===== src/rtl/ddr3_ps_ctrl.sv =====
// ddr3_ps_ctrl: drives the fine-phase-shift port of the DDR3 clock MMCM.
// Software step commands are turned into single PSEN pulses. Each pulse waits
// for its PSDONE before the next one is issued. The controller tracks the
// signed phase position, refuses steps beyond +/-MAX_POS, and flags a missing
// PSDONE.
//
// Ports
//   clk          phase-shift clock, also the MMCM PSCLK
//   rst          asynchronous active-high reset
//   mmcm_locked  MMCM LOCKED; losing lock aborts and zeroes the position
//   cmd_valid    command request; accepted when cmd_valid && cmd_ready
//   cmd_ready    high in IDLE while the MMCM is locked
//   cmd_home     step back to position 0 (cmd_incdec/cmd_steps ignored)
//   cmd_incdec   1 = increment, 0 = decrement
//   cmd_steps    number of steps
//   err_clr      clears both sticky errors
//   PSEN         phase-shift enable to the MMCM
//   PSINCDEC     phase-shift direction to the MMCM
//   PSDONE       phase-shift acknowledge from the MMCM
//   busy         command in progress
//   done         one-cycle pulse when a command completes or aborts
//   err_timeout  sticky, PSDONE did not arrive within TIMEOUT cycles
//   err_limit    sticky, a step was refused at +/-MAX_POS
//   phase_pos    signed current position in fine-phase steps
//
// state | meaning
// ------+------------------------------------------------------------
// IDLE  | waiting for a command, cmd_ready follows mmcm_locked
// ISSUE | limit check, then one PSEN pulse
// WAIT  | waiting for PSDONE, timeout counter running
// GAP   | one quiet cycle so PSEN never follows PSDONE directly
// DONE  | one-cycle done pulse, then back to IDLE
module ddr3_ps_ctrl #(
  parameter int STEP_W  = 10,
  parameter int POS_W   = 12,
  parameter int MAX_POS = 168,
  parameter int TIMEOUT = 64
) (
  input  logic                    clk,
  input  logic                    rst,
  input  logic                    mmcm_locked,
  input  logic                    cmd_valid,
  output logic                    cmd_ready,
  input  logic                    cmd_home,
  input  logic                    cmd_incdec,
  input  logic [STEP_W-1:0]       cmd_steps,
  input  logic                    err_clr,
  output logic                    PSEN,
  output logic                    PSINCDEC,
  input  logic                    PSDONE,
  output logic                    busy,
  output logic                    done,
  output logic                    err_timeout,
  output logic                    err_limit,
  output logic signed [POS_W-1:0] phase_pos
);

  // The remaining-step counter must also hold |phase_pos| for a home command.
  localparam int REM_W = (STEP_W > POS_W) ? STEP_W : POS_W;
  localparam int TMR_W = $clog2(TIMEOUT + 1);
  localparam logic signed [POS_W-1:0] POS_HI  = POS_W'(MAX_POS);
  localparam logic signed [POS_W-1:0] POS_LO  = -POS_HI;
  localparam logic signed [POS_W-1:0] POS_ONE = POS_W'(1);

  typedef enum logic [2:0] {
    S_IDLE,
    S_ISSUE,
    S_WAIT,
    S_GAP,
    S_DONE
  } state_t;

  state_t             state;
  state_t             state_nxt;
  logic               dir;
  logic [REM_W-1:0]   remaining;
  logic [TMR_W-1:0]   tmr;

  logic               accept;
  logic               pos_positive;
  logic [POS_W-1:0]   pos_abs;
  logic               dir_init;
  logic [REM_W-1:0]   rem_init;
  logic               at_limit;
  logic               set_limit;
  logic               set_timeout;
  logic               ps_ack;

  assign cmd_ready    = (state == S_IDLE) && mmcm_locked;
  assign accept       = cmd_valid && cmd_ready;
  assign pos_positive = !phase_pos[POS_W-1] && (phase_pos != '0);
  assign pos_abs      = phase_pos[POS_W-1] ? $unsigned(-phase_pos) : $unsigned(phase_pos);

  // A home command walks towards zero: down from positive, up otherwise.
  assign dir_init = cmd_home ? !pos_positive : cmd_incdec;
  assign rem_init = cmd_home ? REM_W'(pos_abs) : REM_W'(cmd_steps);

  assign at_limit    = dir ? (phase_pos == POS_HI) : (phase_pos == POS_LO);
  assign ps_ack      = (state == S_WAIT) && PSDONE;
  assign set_limit   = mmcm_locked && (state == S_ISSUE) && at_limit;
  assign set_timeout = mmcm_locked && (state == S_WAIT) && !PSDONE && (tmr == '0);
  assign PSINCDEC    = dir;

  always_ff @(posedge clk or posedge rst) begin
    if (rst) begin
      state <= S_IDLE;
    end else begin
      state <= state_nxt;
    end
  end

  always_comb begin
    state_nxt = state;
    PSEN      = 1'b0;
    busy      = (state != S_IDLE);
    done      = 1'b0;
    case (state)
      S_IDLE: begin
        if (accept) begin
          state_nxt = (rem_init == '0) ? S_DONE : S_ISSUE;
        end
      end
      S_ISSUE: begin
        if (at_limit) begin
          state_nxt = S_DONE;
        end else begin
          PSEN      = 1'b1;
          state_nxt = S_WAIT;
        end
      end
      S_WAIT: begin
        if (PSDONE) begin
          state_nxt = S_GAP;
        end else if (tmr == '0) begin
          state_nxt = S_DONE;
        end
      end
      S_GAP: begin
        state_nxt = (remaining != '0) ? S_ISSUE : S_DONE;
      end
      S_DONE: begin
        done      = 1'b1;
        state_nxt = S_IDLE;
      end
      default: begin
        state_nxt = S_IDLE;
      end
    endcase
    // Losing lock resets the MMCM, so any command in flight is abandoned.
    if (!mmcm_locked) begin
      state_nxt = S_IDLE;
    end
  end

  always_ff @(posedge clk or posedge rst) begin
    if (rst) begin
      dir         <= 1'b0;
      remaining   <= '0;
      tmr         <= '0;
      phase_pos   <= '0;
      err_limit   <= 1'b0;
      err_timeout <= 1'b0;
    end else begin
      if (!mmcm_locked) begin
        // MMCM reset restores zero phase.
        phase_pos <= '0;
      end else begin
        if (accept) begin
          dir       <= dir_init;
          remaining <= rem_init;
        end
        if (state == S_ISSUE) begin
          tmr <= TMR_W'(TIMEOUT - 1);
        end else if ((state == S_WAIT) && (tmr != '0)) begin
          tmr <= tmr - TMR_W'(1);
        end
        if (ps_ack) begin
          phase_pos <= dir ? (phase_pos + POS_ONE) : (phase_pos - POS_ONE);
          remaining <= remaining - REM_W'(1);
        end
        if (set_limit) begin
          remaining <= '0;
        end
      end
      // A set in the same cycle as err_clr wins.
      err_limit   <= set_limit   || (err_limit   && !err_clr);
      err_timeout <= set_timeout || (err_timeout && !err_clr);
    end
  end

endmodule


===== config.mk =====
export PLATFORM = sky130hd
export DESIGN_NAME = ddr3_ps_ctrl
export DESIGN_NICKNAME = d
export VERILOG_FILES = /design/src/rtl/ddr3_ps_ctrl.sv
export SDC_FILE = /design/constraint.sdc
export NUM_CORES = 1
export LEC_CHECK = 0
export BUFFER_PORTS_ARGS = -buffer_cell sky130_fd_sc_hd__buf_2
export CAP_MARGIN = 20
export CORE_ASPECT_RATIO = 0.75
export CORE_UTILIZATION = 40
export DETAILED_ROUTE_END_ITERATION = 16
export SYNTH_ARGS = -nofsm -noshare
export SYNTH_HDL_FRONTEND = slang
export SYNTH_SLANG_ARGS = --single-unit

===== constraint.sdc =====
create_clock -name clk -period 6.3 [get_ports clk]
set_input_delay 0.315 -clock clk [delete_from_list [all_inputs] [get_ports clk]]
set_output_delay 0.315 -clock clk [all_outputs]
set_load 0.1 [all_outputs]

==> impl_results.md, run 1 <==
* Status: complete, no violations
* Sum Neg Setup Slack at 0 ns
* Max-Cap Viols at 0
* GPL Wtd Cong at between 0.8 and 0.9
* Post-synth top area share at slightly above 30%
* WP data arrival at between 3 and 4 ns
* Number of vias per cell at a little under 6
* Reg-to-reg startpoint: PSINCDEC
* Clock skew at between 0.01 and 0.015 ns
* Relative slew margins at 32.6%
* Main synth FF type: dfrtp_1
* CTS Buffer Depth at 2
* Die width at 102 um
* Die area at 0.00780 mm2
* Hpwl dp at about 6.3 mm
* Final setup vio count at 0
* Final Core Density at between 40 and 50%
* Final Max Tran Viols at 0
* Critical Path RT at 6.48 ns
* PD cells at 295 mW/mm2
* Vias at slightly below 3000
* Netlist Area Pre-Place at 0.00298 mm2
* Peak VDD IR at about 0.15 mV
* Hold_buf cts at 0
* Max Fclk at approximately 290 MHz
* Synthesis-to-finish area growth at 14.7%
* Starting density of the core at between 40 and 50%
* NumNets Final at ~440
* First drt pass iteration count at 4
* Syn nets at 403
* Lkg Pwr at 0.00147 uW
* Worst hold path class: in2async
* Syn Inst Count at between 300 and 400
* Layout cells sized above 1 at around 16%
* RSZ-0062 raised after global routing: no
* Synth warn at 0
* Yosys reg bits at 37
* Setup WS post-layout at around 2.8 ns
* Ant. Diodes at 0
* Gr ovfl total at 0
* Syn avg cell area at about 8 um2
* IO Pins at 37
* Multi-input logic area at just under 0.002 mm2
* All-Layer GR Usage at 22.8%
* Worst setup SP type: flop
* Cell accounting for the most synthesized area: dfrtp_1
* Number of port buffers at 36
* # DRC at 0
* Pre-CTS WS at approximately 2.9 ns
* Floorplan core area at between 0.006 and 0.007 mm2
* Clock Latency Late Sink at around 0.3 ns
* Final Hold Violating Endpoints at 0
* Clk sinks at 37
* Max Fanout on Critical Path at 10
* Final Cycle Share at a little under three fifths
* Setup crit start: PSINCDEC
* TritonCTS clock tree: built
* CP endpoint kind: flop
* Total Wirelength at 8.43 mm
* Reg area at roughly 900 um2
* Routed wire per std cell at ~17 um
* Largest net degree at the start of global routing at 38
* Setup CP Type: reg2reg
* Post-CTS setup buffer count at 0
* Number of flops mapped to enable cells by yosys at 0
* Vias in the first global route at approximately 2600
* Reg clk slew, reported paths at ~0.09 ns
* Post-synth ARST share at 100%
* Actual slew at the worst max-slew pin at roughly 1 ns
* CTS Root Cell: clkbuf_8
* Power Total at about 1000 uW
* Top post-synthesis cells by area: dfrtp_1 31%, o21ai_0 7.7%, ha_1 5.9%
* Initial DRC count at ~190
* Post-synth cell types at 64
* Placed Cells incl. Taps at roughly 500
* H-tree levels at 2
* Global-route wire length before repair at roughly 14 mm
* Final min period at between 3 and 4 ns
* Initial antenna violation count at 0
* Die Y-Extent at between 70 and 80 um
* PostCTS Resize Cnt at 0
* Inserted Clock Buffers at 5
* Row count at 26
* Share of the yosys chip area belonging to registers at a little under a third
* Antenna viol nets, final at 0
* Layout Cells excl Fill at a little over 500
* Fillcell total at a little under 700
[registers in the layout, summed over array words and instances (netlist names)]
register     count
phase_pos       12
PSINCDEC         1
tmr              7
err_limit        1
err_timeout      1
state            3
remaining       12
[cells in the mapped netlist, drive strengths merged (4+ instances only)]
master and count:
o21ai 46, nor2 38, dfrtp 37, a21oi 28, nand2 28, inv 19, ha 14, nand3 13
clkbuf 11, nor3 11, nor2b 9, or3 7, xnor2 7, and2 6, xor2 6, and3 5
or4 5, and3b 4, nand2b 4, nor4 4, o22a 4
[layer usage]
layer | global-route usage [%] | share of wire, % | vias to the layer above
li1 | - | - | 1436
met1 | 35.5 | 53 | 1396
met2 | 32.1 | 41 | 71
met3 | 4.28 | 5.3 | 8
met4 | 4.64 | 0.96 | 0
met5 | 0 | 0 | -
[worst max-delay path, stage by stage (launching register included)]
cell	delay, ns
dfrtp_1	0.53
inv_1	0.27
ha_1	0.41
or4b_2	0.67
nor4_1	0.46
and2_0	0.34
o21ai_0	0.31
o21ai_0	0.26
o21ai_0	0.10
[cell type report]
class | count | share of cell area [%]
Clock buffer | 5 | 2.01
Clock inverter | 3 | 2.01
Inverter | 19 | 2.09
Multi-Input combinational cell | 302 | 56.9
Sequential cell | 37 | 27.1
Tap cell | 98 | 3.59
Timing Repair Buffer | 40 | 6.26
[power breakdown]
part	switching, uW	internal (uW)
clock network	96.8	160
registers	55.8	279
logic	270	147
[cells in the final DEF (no fill, tap or decap), types with 3 or more instances in the layout]
| master | n |
|---|---|
| a21oi_1 | 28 |
| a22o_1 | 3 |
| a311oi_1 | 3 |
| a31oi_1 | 3 |
| and2_1 | 4 |
| and3_1 | 5 |
| and3b_1 | 4 |
| buf_2 | 36 |
| buf_4 | 3 |
| clkbuf_8 | 5 |
| dfrtp_1 | 37 |
| ha_1 | 14 |
| inv_1 | 19 |
| mux2i_1 | 3 |
| nand2_1 | 28 |
| nand2b_1 | 4 |
| nand3_1 | 13 |
| nor2_1 | 38 |
| nor2b_1 | 9 |
| nor3_1 | 11 |
| nor3b_1 | 3 |
| nor4_1 | 4 |
| o211ai_1 | 3 |
| o21ai_0 | 46 |
| o22a_1 | 4 |
| o22ai_1 | 3 |
| o31ai_1 | 3 |
| or3_1 | 6 |
| or4_1 | 3 |
| xnor2_1 | 7 |
| xor2_1 | 6 |
[path summary, 6_finish.rpt]
path	endpoint	slack, ns	cells past startpoint
min	err_limit	0.12	3
max	remaining[10]	2.83	8
min reg2reg	tmr[6]	0.49	1
min in group clk	err_limit	0.21	2
max reg2reg	remaining[10]	2.83	8
max in group asynchronous	remaining[1]	5.83	3
[kinds of logic after synthesis]
kind of cell / Yosys count / synth area share (%)
AND/OR/NAND/NOR: 151 / 27.8
multiplexers: 5 / 1.76
flip-flops: 37 / 31.1
XOR/XNOR: 13 / 3.82
buffers and inverters: 31 / 4.08
adder cells (fa/ha/maj): 15 / 6.55
AO/OA/AOI/OAI: 118 / 24.9
[metrics by stage]
stage          instance area (um2)  hold slack [ns]
2_1_floorplan                 2980            0.411
3_3_place_gp                  3270            0.459
3_5_place_dp                  3270            0.460
4_1_cts                       3410            0.122
5_1_grt                       3420            0.179
6_report                      3420            0.116
(Power assumes the default switching activity.)
==> run 2: changes to the inputs <==
==> constraint.sdc (replaced) <==
create_clock -name clk -period 3.2 [get_ports clk]
set_input_delay 0.16 -clock clk [delete_from_list [all_inputs] [get_ports clk]]
set_output_delay 0.16 -clock clk [all_outputs]
set_load 0.1 [all_outputs]
==> run 2 against run 1 <==
  * Clock-buffer cell count rose by 2
  * Final cell count up 2.2%
  * Final area increased by 2.6%
  * Core utilization is 1.3 points higher
  * Clock power up 71%
  * Combinational power grew 110%
  * Non-clock buffer count up 11
  * Via count rose by 3.4%
  * Register-to-register slack got worse by 2.6 ns
  * Wire length grew 1.2%
  * Setup slack worse by 2.6 ns
==> impl_results.md, run 2 (same netlist as run 1, synthesis figures left out) <==
* Most frequent cells in the layout: 44 x o21ai_0, 37 x nor2_1, 36 x buf_2
* Max Fanout on Critical Path at 8
* Clock skew at 0.00500 ns
* Worst path slowest cell: or4b_2
* Max-Cap Viols at 0
* Final Cycle Share at roughly 93%
* Worst setup SP type: flop
* Antenna viol nets, final at 0
* Final Max Tran Viols at 0
* Reg2reg setup slack at between 0.2 and 0.25 ns
* Placed Cells incl. Taps at 507
* Floorplan core area at approximately 0.007 mm2
* Worst hold path class: in2async
* Routed wire per std cell at 16.6 um
* Final setup vio count at 0
* Die width at ~100 um
* Max Fclk at approximately 340 MHz
* Actual slew at the worst max-slew pin at ~0.82 ns
* CP most frequent cell: o21ai_0
* H-tree levels at 2
* WHS at 0.0104 ns
* All-Layer GR Usage at around a quarter
* Layout cells sized above 1 at just under 20%
* Final min period at 2.97 ns
* Reg-to-reg startpoint: PSINCDEC
* WL met3 at slightly below 700 um
* Hold_buf cts at 0
* Kind of cell adding the most delay to the critical path: simple AND/OR/NAND/NOR gates
* Ant. Diodes at 0
* CTS Buffer Depth at 2
* Sum Neg Setup Slack at 0 ns
* RSZ-0062 raised after global routing: no
* CP endpoint kind: flop
* Top sig layer: met4
* Vias in the first global route at around 2700
* Status: complete, no violations
* Die Y-Extent at between 70 and 80 um
* Layout Cells excl Fill at around 520
* R2r endpoint: remaining[10]
* Final Core Density at 50.1%
* Synthesis-to-finish area growth at 17.7%
* Row count at 26
* Largest net degree at the start of global routing at 23
* Number of port buffers at 36
* Final Hold Violating Endpoints at 0
* # DRC at 0
* Bufs and invs on worst path at 1
* Clock Latency Late Sink at 0.30 ns
* Hpwl dp at 6.50 mm
* IO Pins at 37
* Commonest non-fill, non-tap cell in the layout: o21ai_0
* Total Wirelength at 8.53 mm
* Gr ovfl total at 0
* CTS Root Cell: clkbuf_8
* Lkg Pwr at roughly 0.0015 uW
* Post-CTS setup buffer count at 0
* Relative slew margins at a little under half
* First drt pass iteration count at 5
* Number of vias per cell at roughly 5.8
* Clk sinks at 37
* Reg clk slew, reported paths at ~0.08 ns
* Largest regs: phase_pos x12, remaining x12, tmr x7
* Levels on crit path at 8
* Initial antenna violation count at 0
* Vias at ~3000
* Critical-path cell list: clkinvlp_4, ha_1, or4b_2, nor4_4, and2_0, o21ai_1, o21ai_0, o21ai_0
* Peak VDD IR at roughly 0.28 mV
* Die area at around 0.008 mm2
* M1 WL at approximately 4.4 mm
* Metal2 WL at about 3.3 mm
* Initial DRC count at 224
* Crit path largest cell delay at 0.72 ns
* Global-route wire length before repair at 14.2 mm
* Inserted Clock Buffers at 5
* NumNets Final at around 450
* Critical Path RT at 3.37 ns
* Setup WS post-layout at approximately 0.23 ns
* Fillcell total at approximately 690
* Setup CP Type: reg2reg
* TritonCTS clock tree: built
* Pre-CTS WS at -0.0801 ns
* Starting density of the core at a little over two fifths
* PD cells at ~560 mW/mm2
* GPL Wtd Cong at 0.975
* R2R cell count at 8
* WP data arrival at 3.14 ns
run 2: changes by cell type in the layout (fill, tap and decap cells not counted), moves of 2 or more:
cell	change
buf_4	+12
dfrtp_1	-5
dfrtp_2	+4
o21ai_0	-2
o21ai_1	+2
run 2: report_power, final:
| group | switching [uW] | internal (uW) | total (uW) |
|---|---|---|---|
| clock network | 183 | 254 | 437 |
| logic | 567 | 308 | 875 |
| registers | 89.3 | 553 | 643 |
| total | 839 | 1120 | 1950 |
run 2: layout make-up:
type	instances	area, um2	area share [%]
Multi-Input combinational cell	302	1960	56.0
Sequential cell	37	935	26.7
Timing Repair Buffer	51	293	8.35
Tap cell	98	123	3.50
Clock buffer	7	86.3	2.46
Inverter	19	75.1	2.14
Clock inverter	1	30.0	0.857
run 2: worst max-delay path by stage:
stage          slack (ns)    startpoint       endpoint
3_3_place_gp         0.07      PSINCDEC  remaining[10]
2_1_floorplan        0.03  phase_pos[4]  remaining[10]
4_1_cts              0.03      PSINCDEC  remaining[10]
5_1_grt              0.02      PSINCDEC   remaining[5]
3_5_place_dp        -0.08      PSINCDEC  remaining[10]
6_report             0.23      PSINCDEC  remaining[10]
run 2: worst register-to-register path: cells and delay by family, from the launching register on:
family	cells	cell delay [ns]
flops	1	0.43
buf+inv	1	0.18
compound gates	3	0.52
fa+ha+maj	1	0.38
simple gates	3	1.34
run 2: layer usage:
metal / track usage [%] / vias up
met3: 4.65 / 10
met4: 5.65 / 0
met1: 38.2 / 1412
met5: 0 / -
li1: - / 1468
met2: 30.9 / 119
run 2: stage by stage:
| stage | area (um2) | power [uW] |
|---|---|---|
| floorplan | 2990 | 1280 |
| global placement | 3370 | 1490 |
| detailed placement | 3370 | 1500 |
| CTS | 3490 | 1940 |
| global route | 3500 | 2090 |
| finish | 3500 | 1950 |
run 2: what timing repair did:
action	4_1_cts	5_1_grt
resized for setup	1	4
cloned	0	0
setup endpoints to repair	7	8
==> run 3: changes to the inputs <==
--- a/config.mk
+++ b/config.mk
@@ -10,6 +10,7 @@
 export CORE_ASPECT_RATIO = 0.75
 export CORE_UTILIZATION = 40
 export DETAILED_ROUTE_END_ITERATION = 16
+export REMOVE_ABC_BUFFERS = 1
 export SYNTH_ARGS = -nofsm -noshare
 export SYNTH_HDL_FRONTEND = slang
 export SYNTH_SLANG_ARGS = --single-unit
==> run 3 against run 2 <==
  * Register-to-register slack about the same
  * Clock power barely moved
  * Fmax shrank 1.3%
  * Worst hold slack gained 0.059 ns
  * Power fell by 1.3%
  * Highest routed layer unchanged
==> impl_results.md, run 3 (same netlist as run 1, synthesis figures left out) <==
* Vias in the first global route at between 2000 and 3000
* Most frequent cells in the layout: 45 x o21ai_0, 38 x nor2_1, 37 x dfrtp_1
* Most Crowded Layer GR: met1
* Lkg Pwr at approximately 0.0015 uW
* Reg2reg setup slack at approximately 0.23 ns
* WP data arrival at roughly 2.9 ns
* Final Hold Violating Endpoints at 0
* CTS Buffer Depth at 2
* H-tree levels at 2
* Peak VDD IR at a little over 0.3 mV
* Worst hold path class: in2reg
* Critical Path RT at just over 3 ns
* Actual slew at the worst max-slew pin at 0.595 ns
* Antenna viol nets, final at 0
* Global-route wire length before repair at around 14 mm
* Routed wire per std cell at 16.5 um
* Gr ovfl total at 0
* Die width at 102 um
* Final Cycle Share at a little over nine tenths
* Final Core Density at 49.6%
* Area post-placement at around 0.0033 mm2
* Combinational share of power at 44.5%
* RSZ-0062 raised after global routing: no
* Clock skew at around 0.0064 ns
* Clk sinks at 37
* All-Layer GR Usage at between 20% and 30%
* Final setup vio count at 0
* Setup CP Type: reg2out
* Total Wirelength at 8.48 mm
* Row count at 26
* Psw at just over 800 uW
* Global routing usage on met2 at roughly 30%
* Max Fclk at 332 MHz
* CP endpoint kind: output port
* GPL Wtd Cong at 0.901
* Ant. Diodes at 0
* CTS Root Cell: clkbuf_8
* Inserted Clock Buffers at 5
* Die area at 0.00780 mm2
* Synthesis-to-finish area growth at 16.5%
* Vias at 2991
* Starting density of the core at 42.6%
* Initial DRC count at between 200 and 300
* Floorplan core area at between 0.006 and 0.007 mm2
* GRT met1 Usage at about two fifths
* Final Max Tran Viols at 0
* Commonest non-fill, non-tap cell in the layout: o21ai_0
* TritonCTS clock tree: built
* Post-route cell area at 0.00347 mm2
* Die Y-Extent at 76.7 um
* NumNets Final at 447
* Post-CTS setup buffer count at 0
* IO Pins at 37
* Net Sw Frac at a little over two fifths
* Relative slew margins at 60.1%
* # DRC at 0
* Hpwl dp at approximately 6.4 mm
* Reg clk slew, reported paths at about 0.080 ns
* PD cells at approximately 560 mW/mm2
* Int Pwr at about 1100 uW
* Max Fanout on Critical Path at 10
* Status: complete, no violations
* Largest regs: phase_pos x12, remaining x12, tmr x7
* Final min period at 3.01 ns
* Max-Cap Viols at 0
* Sequential share of power at 33.1%
* M3 GR Usage at about 3.8%
* Largest net degree at the start of global routing at 38
* Clock group share of total power at roughly 23%
* Number of vias per cell at between 5 and 6
* Worst setup SP type: flop
* Initial antenna violation count at 0
* Layout cells sized above 1 at 17.3%
* Clock Latency Late Sink at ~0.30 ns
* Number of port buffers at 36
* First drt pass iteration count at 5
* Power Total at about 1900 uW
[run 3: power by group through the flow]
stage | Combinational (uW) | Clock, uW | Sequential [uW]
2_1_floorplan | 552 | 0 | 716
3_3_place_gp | 834 | 0 | 644
3_5_place_dp | 844 | 0 | 645
4_1_cts | 850 | 439 | 636
5_1_grt | 952 | 463 | 654
6_report | 858 | 434 | 638
[run 3: worst max-delay path: stages (launching register included)]
cell and delay (ns):
dfrtp_1 0.38, inv_1 0.29, ha_1 0.34, or4b_2 0.70, nor4_2 0.38, nor2_1 0.15, buf_2 0.32
[run 3: final timing paths]
check,to,start,cells past startpoint
setup / recovery,PSEN,PSINCDEC,6
hold / removal,err_limit,err_clr,2
setup reg to reg,remaining[2],PSINCDEC,8
hold reg to reg,tmr[6],tmr[6],1
max in group asynchronous,state[1],rst,4
min in group asynchronous,phase_pos[0],rst,4
[run 3: layout make-up]
type / count / area, um2
fillers: 690 / 3530
multi-input cells: 302 / 1950
flip-flops and latches: 37 / 926
repair buffers: 49 / 280
well taps: 98 / 123
clock buffers: 7 / 86.3
inverters: 19 / 71.3
clock inverters: 1 / 30.0
[run 3: repair_timing]
| item | in CTS | in global routing |
|---|---|---|
| gates resized for setup | 0 | 2 |
| endpoints found under the hold margin | 37 | 0 |
| setup endpoints to repair | 0 | 11 |
| hold buffers | 1 | 0 |
[run 3: metal layers]
layer  wire length (um)  up-vias
met5                  0        -
met4                 98        0
met3                584        9
met2               3270      105
met1               4520     1414
li1                   -     1463
[run 3: stage by stage]
stage | instances | setup slack (ns) | hold WS, ns | setup TNS, ns
after global routing | 513 | 0.00743 | 0.0904 | 0
final | 513 | 0.189 | 0.0696 | 0
after detailed placement | 504 | 0.0653 | 0.315 | 0
after global placement | 504 | 0.156 | 0.310 | 0
after CTS | 513 | 0.0538 | 0.0628 | 0
after floorplan | 358 | -0.507 | 0.256 | -6.23
